--- src/rtl/spi_flash_resp.sv ---
// SPI-flash READ (0x03) responder, mode 0, MSB first. SCK/CS/MOSI are oversampled
// in clk; bytes are fetched through a one-outstanding read handshake and streamed on MISO.
module spi_flash_resp #(
  parameter int          ADDR_W      = 24,
  parameter int          SYNC_STAGES = 2,
  parameter logic [7:0]  READ_CMD    = 8'h03
) (
  input  logic              clk,
  input  logic              rst_n,
  input  logic              spi_flash_clk,
  input  logic              spi_flash_cs,
  input  logic              spi_flash_mosi,
  output logic              spi_flash_miso,
  output logic              mem_rd_valid,
  output logic [ADDR_W-1:0] mem_rd_addr,
  input  logic              mem_rd_ready,
  input  logic              mem_rd_rvalid,
  input  logic [7:0]        mem_rd_rdata,
  output logic              busy,
  output logic              cmd_err,
  output logic              underrun
);

  typedef enum logic [2:0] {IDLE, CMD, ADDR, FETCH, DATA, IGNORE} state_t;
  state_t state, state_nxt;

  logic [SYNC_STAGES-1:0] sck_sync, cs_sync, mosi_sync;
  logic sck_s, cs_s, mosi_s, sck_p, cs_p;

  always_ff @(posedge clk or negedge rst_n) begin
    if (!rst_n) begin
      sck_sync  <= '0;
      cs_sync   <= '1;
      mosi_sync <= '0;
      sck_p     <= 1'b0;
      cs_p      <= 1'b1;
    end else begin
      sck_sync  <= {sck_sync[SYNC_STAGES-2:0], spi_flash_clk};
      cs_sync   <= {cs_sync[SYNC_STAGES-2:0], spi_flash_cs};
      mosi_sync <= {mosi_sync[SYNC_STAGES-2:0], spi_flash_mosi};
      sck_p     <= sck_s;
      cs_p      <= cs_s;
    end
  end

  assign sck_s  = sck_sync[SYNC_STAGES-1];
  assign cs_s   = cs_sync[SYNC_STAGES-1];
  assign mosi_s = mosi_sync[SYNC_STAGES-1];

  logic sck_rise, sck_fall, cs_fall;
  assign sck_rise = ~cs_s & sck_s & ~sck_p;
  assign sck_fall = ~cs_s & ~sck_s & sck_p;
  assign cs_fall  = cs_p & ~cs_s;

  logic [4:0]        bit_cnt;
  logic [23:0]       in_sr, in_nxt;
  logic [ADDR_W-1:0] addr, addr_inc, issue_addr;
  logic [7:0]        out_sr, nxt_byte, load_byte;
  logic [2:0]        out_cnt;
  logic              buf_full, req_q, awaiting, drop;

  assign in_nxt   = {in_sr[22:0], mosi_s};
  assign addr_inc = addr + ADDR_W'(1);

  logic cmd_done, cmd_bad, addr_done, load, rsp_arrive, rsp_ok, have_byte;
  logic in_flight, req_evt, issue, drop_set;

  assign cmd_done   = (state == CMD) && sck_rise && (bit_cnt == 5'd7);
  assign cmd_bad    = cmd_done && (in_nxt[7:0] != READ_CMD);
  assign addr_done  = (state == ADDR) && sck_rise && (bit_cnt == 5'd23);
  assign load       = sck_fall && ((state == FETCH) || ((state == DATA) && (out_cnt == 3'd7)));
  assign rsp_arrive = mem_rd_rvalid && awaiting;
  assign rsp_ok     = rsp_arrive && !drop;
  // A response landing on the load cycle is forwarded straight to the shifter.
  assign have_byte  = buf_full || rsp_ok;
  assign load_byte  = buf_full ? nxt_byte : (rsp_ok ? mem_rd_rdata : 8'hFF);
  assign in_flight  = mem_rd_valid || awaiting;
  assign req_evt    = addr_done || load;
  assign issue      = (req_evt || req_q) && !in_flight && !cs_s;
  assign issue_addr = addr_done ? in_nxt[ADDR_W-1:0] : (load ? addr_inc : addr);
  // Whatever is in flight when CS rises or the byte is skipped is stale.
  assign drop_set   = in_flight && (cs_s || (load && !have_byte));
  assign busy       = (state != IDLE);

  always_ff @(posedge clk or negedge rst_n) begin
    if (!rst_n) state <= IDLE;
    else        state <= state_nxt;
  end

  always_comb begin
    state_nxt = state;
    case (state)
      IDLE:    if (cs_fall) state_nxt = CMD;
      CMD:     if (cmd_done) state_nxt = cmd_bad ? IGNORE : ADDR;
      ADDR:    if (addr_done) state_nxt = FETCH;
      FETCH:   if (load) state_nxt = DATA;
      default: state_nxt = state;
    endcase
    if (cs_s) state_nxt = IDLE;
  end

  always_ff @(posedge clk or negedge rst_n) begin
    if (!rst_n) begin
      spi_flash_miso <= 1'b0;
      mem_rd_valid   <= 1'b0;
      mem_rd_addr    <= '0;
      cmd_err        <= 1'b0;
      underrun       <= 1'b0;
      bit_cnt        <= '0;
      in_sr          <= '0;
      addr           <= '0;
      out_sr         <= '0;
      out_cnt        <= '0;
      nxt_byte       <= '0;
      buf_full       <= 1'b0;
      req_q          <= 1'b0;
      awaiting       <= 1'b0;
      drop           <= 1'b0;
    end else begin
      cmd_err  <= cmd_bad;
      underrun <= load && !have_byte;

      if (mem_rd_valid && mem_rd_ready) mem_rd_valid <= 1'b0;
      else if (issue) begin
        mem_rd_valid <= 1'b1;
        mem_rd_addr  <= issue_addr;
      end

      if (mem_rd_valid && mem_rd_ready) awaiting <= 1'b1;
      else if (mem_rd_rvalid)           awaiting <= 1'b0;

      if (rsp_arrive)    drop <= 1'b0;
      else if (drop_set) drop <= 1'b1;

      if (issue)        req_q <= 1'b0;
      else if (req_evt) req_q <= 1'b1;

      if (cs_s) begin
        bit_cnt        <= '0;
        buf_full       <= 1'b0;
        req_q          <= 1'b0;
        spi_flash_miso <= 1'b0;
        out_cnt        <= '0;
      end else begin
        if (state == IDLE) bit_cnt <= '0;
        else if (sck_rise && ((state == CMD) || (state == ADDR))) begin
          in_sr   <= in_nxt;
          bit_cnt <= (cmd_done || addr_done) ? 5'd0 : bit_cnt + 5'd1;
        end

        if (addr_done) addr <= in_nxt[ADDR_W-1:0];

        if (load) begin
          spi_flash_miso <= load_byte[7];
          out_sr         <= {load_byte[6:0], 1'b0};
          out_cnt        <= '0;
          addr           <= addr_inc;
          buf_full       <= 1'b0;
        end else if (sck_fall && (state == DATA)) begin
          spi_flash_miso <= out_sr[7];
          out_sr         <= {out_sr[6:0], 1'b0};
          out_cnt        <= out_cnt + 3'd1;
        end

        if (rsp_ok && !load) begin
          nxt_byte <= mem_rd_rdata;
          buf_full <= 1'b1;
        end
      end
    end
  end

endmodule

--- config.mk ---
export PLATFORM = sky130hd
export DESIGN_NAME = spi_flash_resp
export DESIGN_NICKNAME = d
export VERILOG_FILES = /design/src/rtl/spi_flash_resp.sv
export SDC_FILE = /design/constraint.sdc
export NUM_CORES = 1
export LEC_CHECK = 0
export ABC_AREA = 1
export CAP_MARGIN = 20
export CORE_ASPECT_RATIO = 0.6
export CORE_UTILIZATION = 52
export CTS_CLUSTER_DIAMETER = 100
export CTS_CLUSTER_SIZE = 25
export DETAILED_ROUTE_END_ITERATION = 8
export GPL_ROUTABILITY_DRIVEN = 1
export PLACE_DENSITY = 0.75
export SETUP_SLACK_MARGIN = 0.1
export SLEW_MARGIN = 5
export SYNTH_ARGS = -nofsm -noshare
export SYNTH_HDL_FRONTEND = slang
export SYNTH_SLANG_ARGS = --single-unit
--- constraint.sdc ---
create_clock -name clk -period 1.6 [get_ports clk]
set_input_delay 0.16 -clock clk [delete_from_list [all_inputs] [get_ports clk]]
set_output_delay 0.16 -clock clk [all_outputs]
set_load 0.05 [all_outputs]
# Yosys cells after proc, flatten, opt, wreduce, memory -nomap -nowiden
# Cells that the tools add are included.
dict set report word_totals {
  ff_bits 114
  output_inout_bits 29
}
dict set report classes {
  addsub 3
  n_eq_ne 12
  muxes 37
  bitwise 10
  n_reduce_logical 48
}
# cell count
set ops {}
lappend ops {{two-way mux 24 bit} 4}
lappend ops {{two-way mux 8 bit} 4}
lappend ops {{two-way mux 3 bit} 9}
lappend ops {{adder 24 x 1 -> 24 bit, second input constant} 1}
lappend ops {{two-way mux 5 bit} 4}
lappend ops {{logical AND 1 bit} 17}
lappend ops {{two-way mux 1 bit} 15}
lappend ops {{nonzero test 3 bit} 5}
lappend ops {{inequality test 3 bit, second input constant} 4}
lappend ops {{one-hot mux 3 bit (4 select lines)} 1}
lappend ops {{nonzero test 2 bit} 5}
lappend ops {{logical OR 1 bit} 8}
lappend ops {{inequality test 8 x 2 -> 1 bit, second input constant} 1}
lappend ops {{AND reduction 2 bit} 4}
lappend ops {{equality test 3 x 2 -> 1 bit, second input constant} 2}
lappend ops {{equality test 3 bit, second input constant} 2}
lappend ops {{adder 5 x 1 -> 5 bit, second input constant} 1}
lappend ops {{AND 1 bit} 5}
lappend ops {{equality test 5 x 3 -> 1 bit, second input constant} 1}
lappend ops {{equality test 5 bit, second input constant} 1}
lappend ops {{zero test 1 bit} 5}
lappend ops {{NOT 1 bit} 5}
lappend ops {{AND reduction 5 bit} 1}
lappend ops {{nonzero test 5 bit} 1}
lappend ops {{other kinds (4)} 4}

# Depth between registers and ports, before layout
dict set report logic_depth {
  word_depth 11
  ltp_mapped 13
  ltp_nobuf 12
}

# Worst setup path after synthesis
# OpenSTA, ideal clock, no wires.
dict set report synth_timing {
  kind {register -> register}
  from {register out_cnt[0]}
  to {register mem_rd_addr[0]}
  t_arrival_ns 1.533
  slack_ns -0.052
  stages_incl_launch_ff 12
  path_buffers 1
  cell_sequence {dfrtp_1 > ha_1 > ha_1 > nand3_2 > nand2_1 > nand2_2 > nand3b_2 > nand2_2 > nor2_8 > buf_4 > nand2_1 > nand2_1}
}
dict set report synth_via {
  elab_chain_cells 9
}
# item line_no
set synth_rtl {}
lappend synth_rtl {{start: declaration} 59} ;# logic [2:0] out_cnt;
lappend synth_rtl {{start signal: assignment} 162} ;# out_cnt <= out_cnt + 3'd1;
lappend synth_rtl {{equality test 3 bit (*)} 71} ;# assign load = sck_fall && ((state == FETCH) || ((state == DATA) && (out_cnt == 3'd7)));
lappend synth_rtl {{logical AND 1 bit (*)} 71}
lappend synth_rtl {{logical OR 1 bit (*)} 71}
lappend synth_rtl {{logical AND 1 bit (*)} 71}
lappend synth_rtl {{logical OR 1 bit} 78} ;# assign req_evt = addr_done || load;
lappend synth_rtl {{logical OR 1 bit} 79} ;# assign issue = (req_evt || req_q) && !in_flight && !cs_s;
lappend synth_rtl {{logical AND 1 bit (2 in series)} 79}
lappend synth_rtl {{AND reduction 2 bit (no line)} n/a}
lappend synth_rtl {{end signal: assignment} 126} ;# mem_rd_addr <= issue_addr;
lappend synth_rtl {{end: declaration} 15} ;# output logic [ADDR_W-1:0] mem_rd_addr,
# Mark *: on every way between the ends. The rest lies on a longest branch, timed or not.
# A chain may end at the register's enable or synchronous reset.

# Final worst setup path
dict set report layout_timing {
  from {register out_cnt[0]}
  to {register out_sr[2]}
}
dict set report layout_via {
  elab_chain_cells 6
}
# item line_no
set layout_rtl {}
lappend layout_rtl {{equality test 3 bit (*)} 71}
lappend layout_rtl {{logical AND 1 bit (*)} 71}
lappend layout_rtl {{logical OR 1 bit (*)} 71}
lappend layout_rtl {{logical AND 1 bit (*)} 71}
lappend layout_rtl {{nonzero test 2 bit (no line)} n/a}
lappend layout_rtl {{AND reduction 2 bit (no line)} n/a}
lappend layout_rtl {{end signal: assignment} 155} ;# out_sr <= {load_byte[6:0], 1'b0};
lappend layout_rtl {{end signal: assignment} 161} ;# out_sr <= {out_sr[6:0], 1'b0};
lappend layout_rtl {{end: declaration} 58} ;# logic [7:0] out_sr, nxt_byte, load_byte;
# Marks and branches as above.

==> impl_results.md <==
- Status: finished with violations
- Failing checks: negative setup slack
- EDFF count, synth: 0
- Compound-Gate Fraction of Synth Area: 7.63%
- Layout cells sized above 1: 33.0%
- CTS tree: done
- Global-route wire length before repair: 24200 um
- Vias/cell: 5.44
- Sequential fraction of the synthesis area: 52.0%
- Die area: 10900 um2
- Total negative slack: -2.52 ns
- XOR/XNOR Fraction of Synth Area: 1.13%
- Final ANT Viol Nets: 0
- Max Fanout on Critical Path: 8
- Post-Syn Area: 5450 um2
- RSZ-0062 raised after global routing: yes
- Startpoint Class: flip-flop
- Relative slew slack: 71.6%
- Most common cell after layout, fill and taps aside: nand2_1
- Transition time of the tightest slew-check pin: 0.426 ns
- Max_cap viols: 0
- Clk buf depth: 2
- GRT overflow: 0
- Top area cells in the synthesized netlist: dfrtp_1 51%, nand2_1 19%, nand3_1 4.8%
- DP Worst Slack: -0.157 ns
- Nets@finish: 836
- HP Class: primary input to flip-flop
- Worst Hold Depth: 1
- Vias: 5245
- Initial DRC count: 379
- Multiplexer share of the synthesized area: 0%
- H-tree levels: 4
- FF-to-FF path depth: 8
- Power density over cell area: 1120 nW/um2
- IO Pins: 44
- Yosys top cell area share: 50.6%
- Final wirelength: 16100 um
- Largest net degree at the start of global routing: 32
- Peak VDD IR: 921 uV
- Dominant cell type by area after synthesis: dfrtp_1
- Clock tree root driver cell: clkbuf_16
- GPL Wtd Cong: 0.949
- Final hold vios: 0
- # DRC: 0
- Fin. max-slew vios: 0
- Setup Skew: 0.00741 ns
- Area grow syn2layout: 42.6%
- Required @ worst endpoint: 1.93 ns
- Post-Synth Simple-Gate Area: 31.3%
- Synthesized Nets: 716
- Starting Density: 54.3%
- Antenna violations before repair: 0
- Adder-cell area share of the yosys netlist: 0.919%
- Crit share post-route: 107%
- Clk slew on worst S/H paths: 0.06 ns
- # port buffers: 43
- Synth Register Bits: 113
- Clk sink count: 113
- Setup Crit Path Kind: flip-flop to flip-flop
- Fmax: 582 MHz
- Post-layout minimum cycle time: 1.72 ns
- Final Setup Violations: 45
- Synth Warn #: 0
- Pleak: 3.89 nW
- Primary FF master, synth: dfrtp_1
- Inserted Clock Buffers: 17
- Chip width: 134 um
- Row cnt: 28
- Syn Inst Count: 697
- Syn_area_per_cell: 7.81 um2
- # diodes: 0
- Clk Latency, worst-skew pair: 0.42 ns
- Global-route total usage across every layer: 29.8%
- Final worst slack: -0.119 ns
- Critical path capture point type: flip-flop
- Die Height: 81.3 um
- Most frequent cells in the layout: 254 x nand2_1, 101 x dfrtp_1, 78 x buf_4, 52 x inv_1, 37 x nor2_1
- Largest family of logic cells by synthesized area: simple AND/OR/NAND/NOR gates
- Drt pass-1 iters: 5
- Drt wl/cell: 16.7 um
- Vias in the first global route: 4799
- Yosys cell types: 35
- Detailed Place HPWL: 9960 um
- Critical path arrival: 2.05 ns
- Core footprint: 10000 um2
- Asr flop ratio synth: 100%
==> layer usage <==
| metal | part of all wire, % | routed length (um) | global-route usage (%) |
|---|---|---|---|
| met5 | 0 | 0 | 0 |
| met4 | 1.4 | 220 | 8.43 |
| met3 | 8.1 | 1300 | 8.61 |
| met2 | 45 | 7290 | 45.6 |
| met1 | 45 | 7280 | 41.4 |
==> kinds of logic after synthesis <==
kind of cell	Yosys count
simple gates	410
flops	113
buf+inv	87
compound gates	76
xor+xnor	7
fa+ha+maj	4
==> where the power goes <==
group          internal (mW)  total [mW]  switching, mW
clock network           2.51        3.96           1.45
logic                  0.542        1.49          0.948
registers               3.10        3.26          0.163
==> what timing repair did <==
action                                  4_1_cts  5_1_grt
gates resized for setup                      96       83
hold endpoints to repair                     77        0
pin swaps                                    23       31
setup buffers                                 8        9
endpoints found under the setup margin       99      103
cloned                                        2        1
hold buffers                                  1        0
==> synthesized netlist by cell type, drive strengths merged, types with 3 or more instances <==
cell type,instances
a31oi,6
a21oi,18
nor3,3
nand2,282
nor2,64
dfstp,3
o21bai,4
o211ai,3
buf,15
ha,4
nand3,56
inv,67
xnor2,5
dfrtp,110
o21ai,42
clkbuf,5
==> worst paths after layout <==
check	from	endpoint	slack, ns
min	spi_flash_cs	cs_sync[0]	0.15
max	out_cnt[0]	out_sr[2]	-0.12
min reg2reg	sck_sync[0]	sck_sync[1]	0.35
max reg2reg	out_cnt[0]	out_sr[2]	-0.12
min in group asynchronous	rst_n	out_sr[7]	0.18
max in group asynchronous	rst_n	cs_p	0.79
==> sequential cells by signal, summed over array words and instances, names as in the netlist, 2 cells and up <==
| register | flops |
|---|---|
| addr | 24 |
| mem_rd_addr | 24 |
| in_sr | 23 |
| nxt_byte | 8 |
| out_sr | 7 |
| bit_cnt | 5 |
| out_cnt | 3 |
| state | 3 |
| cs_sync | 2 |
| mosi_sync | 2 |
| sck_sync | 2 |
==> cell type report <==
type                    instances  area [um2]
inverters                      67         274
fillers                       658        2250
flip-flops and latches        113        2840
repair inverters                1        7.51
well taps                     135         169
repair buffers                119        1080
clock buffers                  18         439
clock inverters                14         181
multi-input cells             498        2770
==> metrics by stage <==
step | total power, mW | utilization (%) | std cells | hold slack (ns) | instance area [um2]
2_1_floorplan | 3.96 | - | 697 | -0.136 | 5500
3_3_place_gp | 4.35 | 63.7 | 913 | 0.0702 | 6380
3_5_place_dp | 4.40 | 63.7 | 913 | 0.0782 | 6380
6_report | 8.72 | 77.5 | 965 | 0.146 | 7760
4_1_cts | 8.47 | 73.8 | 955 | 0.138 | 7390
5_1_grt | 9.03 | 77.5 | 965 | 0.148 | 7760
==> worst max-delay path: stages (launching register included) <==
cell	delay (ns)
dfrtp_1	0.36
ha_2	0.20
ha_4	0.13
nand3_4	0.08
a21oi_4	0.26
buf_4	0.19
buf_6	0.13
nand2_1	0.07
a31oi_1	0.21
No activity file was read; power rests on OpenSTA's default activity.
